$ cat src/rtl/cmd_seq_if.sv
// Handshake bundle between UART_wrapper, cmd_sequencer and cmd_proc.
// The master modport is the sequencer's view; slave is the surrounding logic.
interface cmd_seq_if #(
  parameter int DEPTH = 8
);
  localparam int CW = $clog2(DEPTH) + 1;

  logic [15:0]   host_cmd;
  logic          host_vld;
  logic          host_clr;
  logic [15:0]   cmd;
  logic          cmd_rdy;
  logic          clr_cmd_rdy;
  logic          done;
  logic          abort;
  logic [7:0]    resp;
  logic          send_resp;
  logic          busy;
  logic [CW-1:0] q_cnt;
  logic          q_full;

  modport master (
    input  host_cmd, host_vld, clr_cmd_rdy, done, abort,
    output host_clr, cmd, cmd_rdy, resp, send_resp, busy, q_cnt, q_full
  );

  modport slave (
    output host_cmd, host_vld, clr_cmd_rdy, done, abort,
    input  host_clr, cmd, cmd_rdy, resp, send_resp, busy, q_cnt, q_full
  );
endinterface

$ cat src/rtl/cmd_sequencer.sv
// Queues Knight commands from the host and issues them one at a time to cmd_proc.
// Optional watchdog abort in WAIT_DONE is enabled by defining CMD_SEQ_TIMEOUT_EN.
module cmd_sequencer #(
  parameter int DEPTH      = 8,
  parameter int TMO_CYCLES = 2**26
) (
  input  logic       clk,
  input  logic       rst_n,
  cmd_seq_if.master  bus
);

  localparam int AW = $clog2(DEPTH);
  localparam int CW = AW + 1;

  localparam logic [7:0] RESP_OK    = 8'hA5;
  localparam logic [7:0] RESP_ABORT = 8'h5A;
  localparam logic [7:0] RESP_TMO   = 8'hEE;

  if ((DEPTH < 2) || ((DEPTH & (DEPTH - 1)) != 0)) begin : g_bad_depth
    $error("cmd_sequencer: DEPTH must be a power of 2 and >= 2");
  end
  if (TMO_CYCLES < 2) begin : g_bad_tmo
    $error("cmd_sequencer: TMO_CYCLES must be >= 2");
  end

  typedef enum logic [1:0] {
    S_IDLE,
    S_ISSUE,
    S_WAIT_DONE,
    S_RESP
  } state_t;

  state_t         state_q, state_d;
  logic [15:0]    cmd_q, cmd_d;
  logic           cmd_rdy_q, cmd_rdy_d;
  logic [7:0]     resp_q, resp_d;
  logic           send_resp_q, send_resp_d;
  logic [AW-1:0]  wr_ptr_q, wr_ptr_d;
  logic [AW-1:0]  rd_ptr_q, rd_ptr_d;
  logic [CW-1:0]  cnt_q, cnt_d;
  logic [15:0]    mem_q [DEPTH];

  logic           full;
  logic           push;
  logic           pop;
  logic           kill;
  logic           tmo_fire;

  assign full = (cnt_q == CW'(DEPTH));
  assign kill = bus.abort | tmo_fire;
  // A push is refused while full even if a pop happens this cycle, and never survives a flush.
  assign push = rst_n & bus.host_vld & ~full & ~kill;

`ifdef CMD_SEQ_TIMEOUT_EN
  localparam logic [31:0] TMO_LAST = 32'(TMO_CYCLES - 1);

  logic [31:0] tmo_cnt_q, tmo_cnt_d;

  always_comb begin
    tmo_cnt_d = '0;
    if (state_q == S_WAIT_DONE) begin
      tmo_cnt_d = tmo_cnt_q + 32'd1;
    end
  end

  always_ff @(posedge clk) begin
    if (!rst_n) begin
      tmo_cnt_q <= '0;
    end else begin
      tmo_cnt_q <= tmo_cnt_d;
    end
  end

  // A done arriving on the last counted cycle still completes normally.
  assign tmo_fire = (state_q == S_WAIT_DONE) && (tmo_cnt_q == TMO_LAST) && !bus.done;
`else
  assign tmo_fire = 1'b0;
`endif

  always_comb begin
    state_d     = state_q;
    cmd_d       = cmd_q;
    cmd_rdy_d   = cmd_rdy_q;
    resp_d      = resp_q;
    send_resp_d = 1'b0;
    pop         = 1'b0;

    if (kill) begin
      cmd_rdy_d = 1'b0;
      if ((state_q == S_ISSUE) || (state_q == S_WAIT_DONE)) begin
        state_d     = S_RESP;
        resp_d      = bus.abort ? RESP_ABORT : RESP_TMO;
        send_resp_d = 1'b1;
      end else begin
        state_d = S_IDLE;
      end
    end else begin
      case (state_q)
        S_IDLE: begin
          if (cnt_q != '0) begin
            cmd_d     = mem_q[rd_ptr_q];
            cmd_rdy_d = 1'b1;
            state_d   = S_ISSUE;
          end
        end
        S_ISSUE: begin
          // The entry stays queued until cmd_proc acknowledges it.
          if (bus.clr_cmd_rdy) begin
            pop       = 1'b1;
            cmd_rdy_d = 1'b0;
            state_d   = S_WAIT_DONE;
          end
        end
        S_WAIT_DONE: begin
          if (bus.done) begin
            resp_d      = RESP_OK;
            send_resp_d = 1'b1;
            state_d     = S_RESP;
          end
        end
        S_RESP: begin
          state_d = S_IDLE;
        end
        default: begin
          state_d = S_IDLE;
        end
      endcase
    end
  end

  always_comb begin
    wr_ptr_d = wr_ptr_q;
    rd_ptr_d = rd_ptr_q;
    cnt_d    = cnt_q;
    if (kill) begin
      wr_ptr_d = '0;
      rd_ptr_d = '0;
      cnt_d    = '0;
    end else begin
      if (push) begin
        wr_ptr_d = wr_ptr_q + AW'(1);
      end
      if (pop) begin
        rd_ptr_d = rd_ptr_q + AW'(1);
      end
      cnt_d = cnt_q + CW'(push) - CW'(pop);
    end
  end

  always_ff @(posedge clk) begin
    if (!rst_n) begin
      state_q     <= S_IDLE;
      cmd_q       <= '0;
      cmd_rdy_q   <= 1'b0;
      resp_q      <= '0;
      send_resp_q <= 1'b0;
      wr_ptr_q    <= '0;
      rd_ptr_q    <= '0;
      cnt_q       <= '0;
    end else begin
      state_q     <= state_d;
      cmd_q       <= cmd_d;
      cmd_rdy_q   <= cmd_rdy_d;
      resp_q      <= resp_d;
      send_resp_q <= send_resp_d;
      wr_ptr_q    <= wr_ptr_d;
      rd_ptr_q    <= rd_ptr_d;
      cnt_q       <= cnt_d;
    end
  end

  // Storage is not reset; validity is tracked by the pointers and count alone.
  always_ff @(posedge clk) begin
    if (push) begin
      mem_q[wr_ptr_q] <= bus.host_cmd;
    end
  end

  assign bus.host_clr  = push;
  assign bus.cmd       = cmd_q;
  assign bus.cmd_rdy   = cmd_rdy_q;
  assign bus.resp      = resp_q;
  assign bus.send_resp = send_resp_q;
  assign bus.busy      = (state_q != S_IDLE);
  assign bus.q_cnt     = cnt_q;
  assign bus.q_full    = full;

endmodule

$ cat src/flat_wrapper.sv
// flat-port wrapper written by rule: the top's interface ports become plain ports
module cmd_sequencer_flat 
#(
  parameter int DEPTH      = 8,
  parameter int TMO_CYCLES = 2**26
)
  (clk, rst_n, bus_host_cmd, bus_host_vld, bus_clr_cmd_rdy, bus_done, bus_abort, bus_host_clr, bus_cmd, bus_cmd_rdy, bus_resp, bus_send_resp, bus_busy, bus_q_cnt, bus_q_full);
  cmd_seq_if #(.DEPTH(DEPTH)) bus_i ();
  input  logic clk;
  input  logic rst_n;
  input wire logic [$bits(bus_i.host_cmd)-1:0] bus_host_cmd;
  input wire logic [$bits(bus_i.host_vld)-1:0] bus_host_vld;
  input wire logic [$bits(bus_i.clr_cmd_rdy)-1:0] bus_clr_cmd_rdy;
  input wire logic [$bits(bus_i.done)-1:0] bus_done;
  input wire logic [$bits(bus_i.abort)-1:0] bus_abort;
  output wire logic [$bits(bus_i.host_clr)-1:0] bus_host_clr;
  output wire logic [$bits(bus_i.cmd)-1:0] bus_cmd;
  output wire logic [$bits(bus_i.cmd_rdy)-1:0] bus_cmd_rdy;
  output wire logic [$bits(bus_i.resp)-1:0] bus_resp;
  output wire logic [$bits(bus_i.send_resp)-1:0] bus_send_resp;
  output wire logic [$bits(bus_i.busy)-1:0] bus_busy;
  output wire logic [$bits(bus_i.q_cnt)-1:0] bus_q_cnt;
  output wire logic [$bits(bus_i.q_full)-1:0] bus_q_full;
  assign bus_i.host_cmd = bus_host_cmd;
  assign bus_i.host_vld = bus_host_vld;
  assign bus_i.clr_cmd_rdy = bus_clr_cmd_rdy;
  assign bus_i.done = bus_done;
  assign bus_i.abort = bus_abort;
  assign bus_host_clr = bus_i.host_clr;
  assign bus_cmd = bus_i.cmd;
  assign bus_cmd_rdy = bus_i.cmd_rdy;
  assign bus_resp = bus_i.resp;
  assign bus_send_resp = bus_i.send_resp;
  assign bus_busy = bus_i.busy;
  assign bus_q_cnt = bus_i.q_cnt;
  assign bus_q_full = bus_i.q_full;
  cmd_sequencer #(.DEPTH(DEPTH), .TMO_CYCLES(TMO_CYCLES)) u_core (.clk(clk), .rst_n(rst_n), .bus(bus_i));
endmodule
$ cat config.mk
export PLATFORM = sky130hd
export DESIGN_NAME = cmd_sequencer_flat
export DESIGN_NICKNAME = d
export VERILOG_FILES = /design/src/rtl/cmd_seq_if.sv /design/src/rtl/cmd_sequencer.sv /design/src/flat_wrapper.sv
export SDC_FILE = /design/constraint.sdc
export NUM_CORES = 1
export LEC_CHECK = 0
export BUFFER_PORTS_ARGS = -buffer_cell sky130_fd_sc_hd__buf_2
export CAP_MARGIN = 20
export CORE_AREA = 3 3 131 133
export DETAILED_ROUTE_END_ITERATION = 16
export DIE_AREA = 0 0 134 136
export GPL_TIMING_DRIVEN = 0
export HOLD_SLACK_MARGIN = 0.15
export SKIP_CTS_REPAIR_TIMING = 1
export SLEW_MARGIN = 30
export SYNTH_ARGS = -nofsm -noshare
export SYNTH_HDL_FRONTEND = slang
export SYNTH_SLANG_ARGS = --single-unit
$ cat constraint.sdc
create_clock -name clk -period 3.76 [get_ports clk]
set_clock_uncertainty 0.2 [all_clocks]
set_input_delay 0.188 -clock clk [delete_from_list [all_inputs] [get_ports clk]]
set_output_delay 0.188 -clock clk [all_outputs]
set_load 0.05 [all_outputs]
==> results of run 1 <==
state kept, by name (all words and copies together) (netlist names):
| register | count |
|---|---|
| u_core.mem_q | 128 |
| u_core.bus.cmd | 16 |
| u_core.rd_ptr_q | 3 |
| u_core.bus.cmd_rdy | 1 |
| u_core.state_q | 2 |
| u_core.bus.resp | 2 |
| u_core.wr_ptr_q | 3 |
| u_core.bus.q_cnt | 4 |
| u_core.bus.send_resp | 1 |
worst min-delay path by stage:
stage                                    startpoint                              end  slack [ns]  cells after the start
CTS                                 bus_host_cmd[6]     u_core.mem_q[2][6]$_DFFE_PP_       -0.19                      1
detailed placement                  bus_host_cmd[6]     u_core.mem_q[2][6]$_DFFE_PP_        0.26                      1
global placement                    bus_host_cmd[3]     u_core.mem_q[1][3]$_DFFE_PP_        0.25                      1
finish              u_core.bus.cmd[13]$_SDFFE_PN0P_  u_core.bus.cmd[13]$_SDFFE_PN0P_        0.28                      1
floorplan                           bus_host_cmd[0]     u_core.mem_q[0][0]$_DFFE_PP_        0.09                      0
global route        u_core.bus.cmd[13]$_SDFFE_PN0P_  u_core.bus.cmd[13]$_SDFFE_PN0P_        0.30                      1
area by class of cell:
type                            count  area [µm²]  share of cell area
Buffer                             19         158              0.0200
Clock buffer                       22         464              0.0590
Clock inverter                     10        87.6              0.0111
Inverter                           14        52.6             0.00668
Multi-Input combinational cell    145        1730               0.220
Sequential cell                   160        4480               0.570
Tap cell                          216         270              0.0343
Timing Repair Buffer               91         622              0.0790
power by group through the flow:
stage	combinational, W	clock [W]	sequential, W
after floorplan	0.000181	0	0.00204
after global placement	0.000314	0	0.00199
after detailed placement	0.000326	0	0.00199
after CTS	0.000327	0.00163	0.00195
after global routing	0.000376	0.00171	0.00195
final	0.000346	0.00159	0.00195
per-stage QoR:
step           instances  instance area (µm²)
4_1_cts              654                 7640
6_report             677                 7870
5_1_grt              677                 7870
2_1_floorplan        338                 6380
3_5_place_dp         622                 7090
3_3_place_gp         608                 6920
kinds of logic after synthesis:
kind of cell,Yosys count
compound gates,31
xor+xnor,6
fa+ha+maj,13
buf+inv,33
flops,160
mux,49
simple gates,46
per-layer routing:
metal | routed length [µm] | up-vias
met1 | 5990 | 1703
met4 | 237 | 0
met2 | 6120 | 118
met3 | 799 | 19
li1 | - | 1576
met5 | 0 | -
cells in the final DEF (no fill, tap or decap), drive strengths merged, types with 12 or more instances in the layout:
cell type,Yosys,final
mux4,32,32
mux2,16,16
nor2,13,13
dfxtp,32,32
ha,12,12
inv,14,14
nand2,12,12
a22o,16,16
buf,11,79
edfxtp,128,128
dlygate4sd3,0,23
clkbuf,8,30
critical path: stages (launching register included):
cell,delay (ns)
dfxtp_1,0.32
inv_1,0.07
ha_1,0.20
or3b_2,0.25
nand3_1,0.27
inv_1,0.23
nand2_1,0.25
nor3_2,0.59
buf_6,0.24
buf_4,0.18
==> results.yml, run 1 <==
timing:
  rsz0062_at_grt: "no"
  setup_slack_ns: 0.668
  slew_headroom: 0.418
  hold_viol: 0
  fmax_mhz: 323
  final.setup.tns_ns: 0
  fin_crit_ns: 3.09
  finalCritPeriodShare: 0.822
  fin_hold_ws_ns: 0.278
  tightest_slew_ns: 0.873
  setup_violations: 0
  maxSlewViolCount: 0
final_layout:
  nFillCells: 1341
  n_antenna_cell: 0
  postLayoutCoreUtil: 0.494
  synthToLayoutAreaGrowth_pct: 23.4
  fin_nets: 483
  drive_above_1_share: 0.304
drt:
  drtAntennaViolNets: 0
  wl_um: 13200
  route.detailed.drc: 0
  via_count: 3416
  drt-wirelength-per-cell_um: 19.4
  drt_iter0_markers: 282
  drt-pass1-iter-count: 4
  vias_per_cell: 5.05
die:
  die_area_um2: 18200
  coreArea_um2: 15900
  die_h_um: 136
  die_w_um: 134
  ioPinCount: 55
  initial_utilization: 0.400
  num_rows: 46
logic_synthesis:
  synth_fa_ha_area_frac: 0.0267
  syn_inst: 338
  ys_warn_count: 0
  async_flop_share: 0
  yosys.cell_count.top_type: "edfxtp_1"
  synth.avg_cell_area_um2: 18.9
  synth_flop_cell: "edfxtp_1"
  synth_edf_count: 128
  ys_types: 34
  synth_top_family_by_area: "multiplexers"
  syn_nets: 373
  yosysSeqAreaShare: 0.703
  syn-cell-area_um2: 6380
  ys_top_cells_by_area: "edfxtp_1 (60%), mux4_1 (10%), dfxtp_1 (10%), mux2_2 (2.8%), mux4_2 (2.5%)"
  synth.area.mux_share: 0.157
  synth_top_area_share: 0.602
  synth_xor_area_frac: 0.00824
  yosysTopAreaCell: "edfxtp_1"
  synth_compound_area_frac: 0.0365
  netlist_top_cells_count: "edfxtp_1 (128), dfxtp_1 (32), mux4_1 (25), a22o_1 (16), mux2_2 (16)"
  yosys.area_share.simple: 0.0353
  ys_seq_elements: 160
pwr:
  p_leak_nw: 2.82
  power_density_nw_per_um2: 494
  combPwrFrac: 0.089
  power_switching_share: 0.226
  power.switching_w: 0.000879
  p_seq_frac: 0.502
  peakVddDrop_v: 0.000304
  clkPwrFrac: 0.409
  fin_total_pwr_w: 0.00389
  intPower_w: 0.00301
place:
  routabilityCongestion: 0.698
  io_buffers: 54
  dp_hpwl_um: 8530
  dpl_worst_slack_ns: 0.674
global_route:
  grt_max_degree: 17
  grt_pass1_wl_um: 20000
  busiest_layer: "met2"
  use_met1: 0.215
  antenna_found_initial: 0
  grtUsageMet2: 0.229
  grtUsageMet3: 0.0426
  grt_use_total: 0.152
  grt_pass1_vias: 3355
  gr-total-overflow: 0
clocking:
  cts_tree: "yes"
  cts.reportedPaths.clkPinSlew_ns: 0.06
  htreeDepth: 4
  cts_sinks: 160
  numCtsBuffers: 17
  root_buffer: "clkbuf_16"
  cts.path.max_buffers: 2
  clock_latency_ns: 0.42
job:
  maxCapViolCount: 0
worst_setup_path:
  startpoint_type: "flip-flop"
  cp-startpoint: "u_core.bus.q_cnt[2]$_SDFF_PP0_"
  crit_end: "u_core.mem_q[4][5]$_DFFE_PP_"
  path_max_fanout: 7
  r2r_start: "u_core.bus.q_cnt[2]$_SDFF_PP0_"
  critPathCaptureType: "flip-flop"
  arrival_ns: 3.02
  r2r_slack_ns: 0.67
  ff2ff_path_depth: 9
  crit_required_ns: 3.69
  path_class: "flip-flop to flip-flop"
  rr_endpoint: "u_core.mem_q[4][5]$_DFFE_PP_"
status:
  status: "completed"
hold_path:
  hold_class: "flip-flop to flip-flop"
Power figures use the tool's default switching activity.
==> run 2: changes to the inputs <==
Clock period 3.76 ns to 2.7 ns, I/O delays scaled along.
==> results.yml, run 2 (same netlist as run 1, synthesis figures left out) <==
status:
  status: "completed"
final_layout:
  synthToLayoutAreaGrowth_pct: 24.4
  fin_nets: 477
  final_common_cell: "edfxtp_1"
  n_antenna_cell: 0
  fin_area_um2: 7940
  final_cell_mix: "edfxtp_1 (128), buf_2 (54), dfxtp_1 (29)"
  drive_above_1_share: 0.310
  regMostFlops: "u_core.mem_q"
  largest_reg_flops: 128
  nFillCells: 1327
  postLayoutCoreUtil: 0.498
job:
  maxCapViolCount: 0
worst_setup_path:
  crit_slowest_cell: "nor3_4"
  startpoint_type: "flip-flop"
  critPathTopFamily: "simple AND/OR/NAND/NOR gates"
  arrival_ns: 2.47
  path_max_fanout: 10
  critical_path_depth: 9
  critPathCaptureType: "flip-flop"
  crit_required_ns: 2.63
  ff2ff_path_depth: 9
  max_stage_delay_ns: 0.49
  crit_buf_inv: 4
  path_class: "flip-flop to flip-flop"
  path_cells: "inv_1 -> ha_1 -> or3b_4 -> nand3_4 -> buf_4 -> clkinvlp_4 -> nand2_2 -> nor3_4 -> buf_8"
timing:
  fmax_mhz: 394
  fin_crit_ns: 2.54
  hold_viol: 0
  tightest_slew_ns: 0.770
  fin_hold_ws_ns: 0.270
  slew_headroom: 0.487
  setup_violations: 0
  finalCritPeriodShare: 0.941
  maxSlewViolCount: 0
die:
  die_w_um: 134
  initial_utilization: 0.400
  die_area_um2: 18200
  num_rows: 46
  die_h_um: 136
  ioPinCount: 55
  coreArea_um2: 15900
clocking:
  cts_tree: "yes"
  root_buffer: "clkbuf_16"
  clock_latency_ns: 0.44
  cts.reportedPaths.clkPinSlew_ns: 0.06
  numCtsBuffers: 17
  htreeDepth: 4
  cts_sinks: 160
  cts.path.max_buffers: 2
drt:
  drtAntennaViolNets: 0
  drt-pass1-iter-count: 4
  via_count: 3271
  drt_iter0_markers: 293
  route.detailed.drc: 0
  wl_um: 12700
  drt-wirelength-per-cell_um: 18.9
  vias_per_cell: 4.87
pwr:
  power_density_nw_per_um2: 701
  peakVddDrop_v: 0.000558
  p_leak_nw: 2.80
hold_path:
  hold_depth: 1
  hold_class: "flip-flop to flip-flop"
global_route:
  grt_use_total: 0.146
  gr-total-overflow: 0
  grt_pass1_wl_um: 19100
  grt_max_degree: 17
  antenna_found_initial: 0
  grt_pass1_vias: 3355
place:
  io_buffers: 54
  dp_hpwl_um: 8290
  routabilityCongestion: 0.745
  place_area_um2: 7100
## run 2: metal layers
metal | part of all wire | wire length, µm | GRT usage | vias up
met5 | 0 | 0 | 0 | -
met4 | 0.010 | 127 | 0.0566 | 0
met3 | 0.043 | 543 | 0.0392 | 10
met2 | 0.53 | 6760 | 0.260 | 72
met1 | 0.41 | 5260 | 0.168 | 1633
li1 | - | - | - | 1556
## run 2: final timing paths
kind,slack (ns),to,from
worst min-delay path,0.27,u_core.bus.cmd[8]$_SDFFE_PN0P_,u_core.bus.cmd[8]$_SDFFE_PN0P_
worst max register to register,0.16,u_core.mem_q[4][0]$_DFFE_PP_,u_core.bus.q_cnt[2]$_SDFF_PP0_
worst max-delay path,0.16,u_core.mem_q[4][0]$_DFFE_PP_,u_core.bus.q_cnt[2]$_SDFF_PP0_
worst min register to register,0.27,u_core.bus.cmd[8]$_SDFFE_PN0P_,u_core.bus.cmd[8]$_SDFFE_PN0P_
## run 2: worst reg2reg max path, stage by stage (launching register included)
cell	delay (ns)
dfxtp_4	0.34
inv_1	0.07
ha_1	0.20
or3b_4	0.27
nand3_4	0.08
buf_4	0.15
clkinvlp_4	0.08
nand2_2	0.15
nor3_4	0.49
buf_8	0.23
## run 2: power breakdown
part           total, W  switching, W  internal, W
clock           0.00236      0.000992      0.00137
combinational  0.000486      0.000302     0.000184
sequential      0.00272     0.0000225      0.00269
## run 2: final cells by class
type	count	area (µm²)	share of cell area
clock inverter	15	156	0.0197
tap	216	270	0.0341
buffer	19	158	0.0199
inverter	14	56.3	0.00710
timing repair buffer	85	591	0.0744
multi-input combinational	145	1790	0.225
sequential	160	4490	0.566
clock buffer	17	425	0.0536
## run 2: metrics by stage
stage               TNS, ns  std cells  setup slack, ns  total power [W]
finish                    0        671            0.161          0.00556
global route        -0.0193        671         -0.00718          0.00574
detailed placement   -0.655        614           -0.163          0.00322
floorplan                 0        338           0.0297          0.00309
global placement     -27.73        608           -0.764          0.00321
CTS                  -0.847        646           -0.176          0.00558
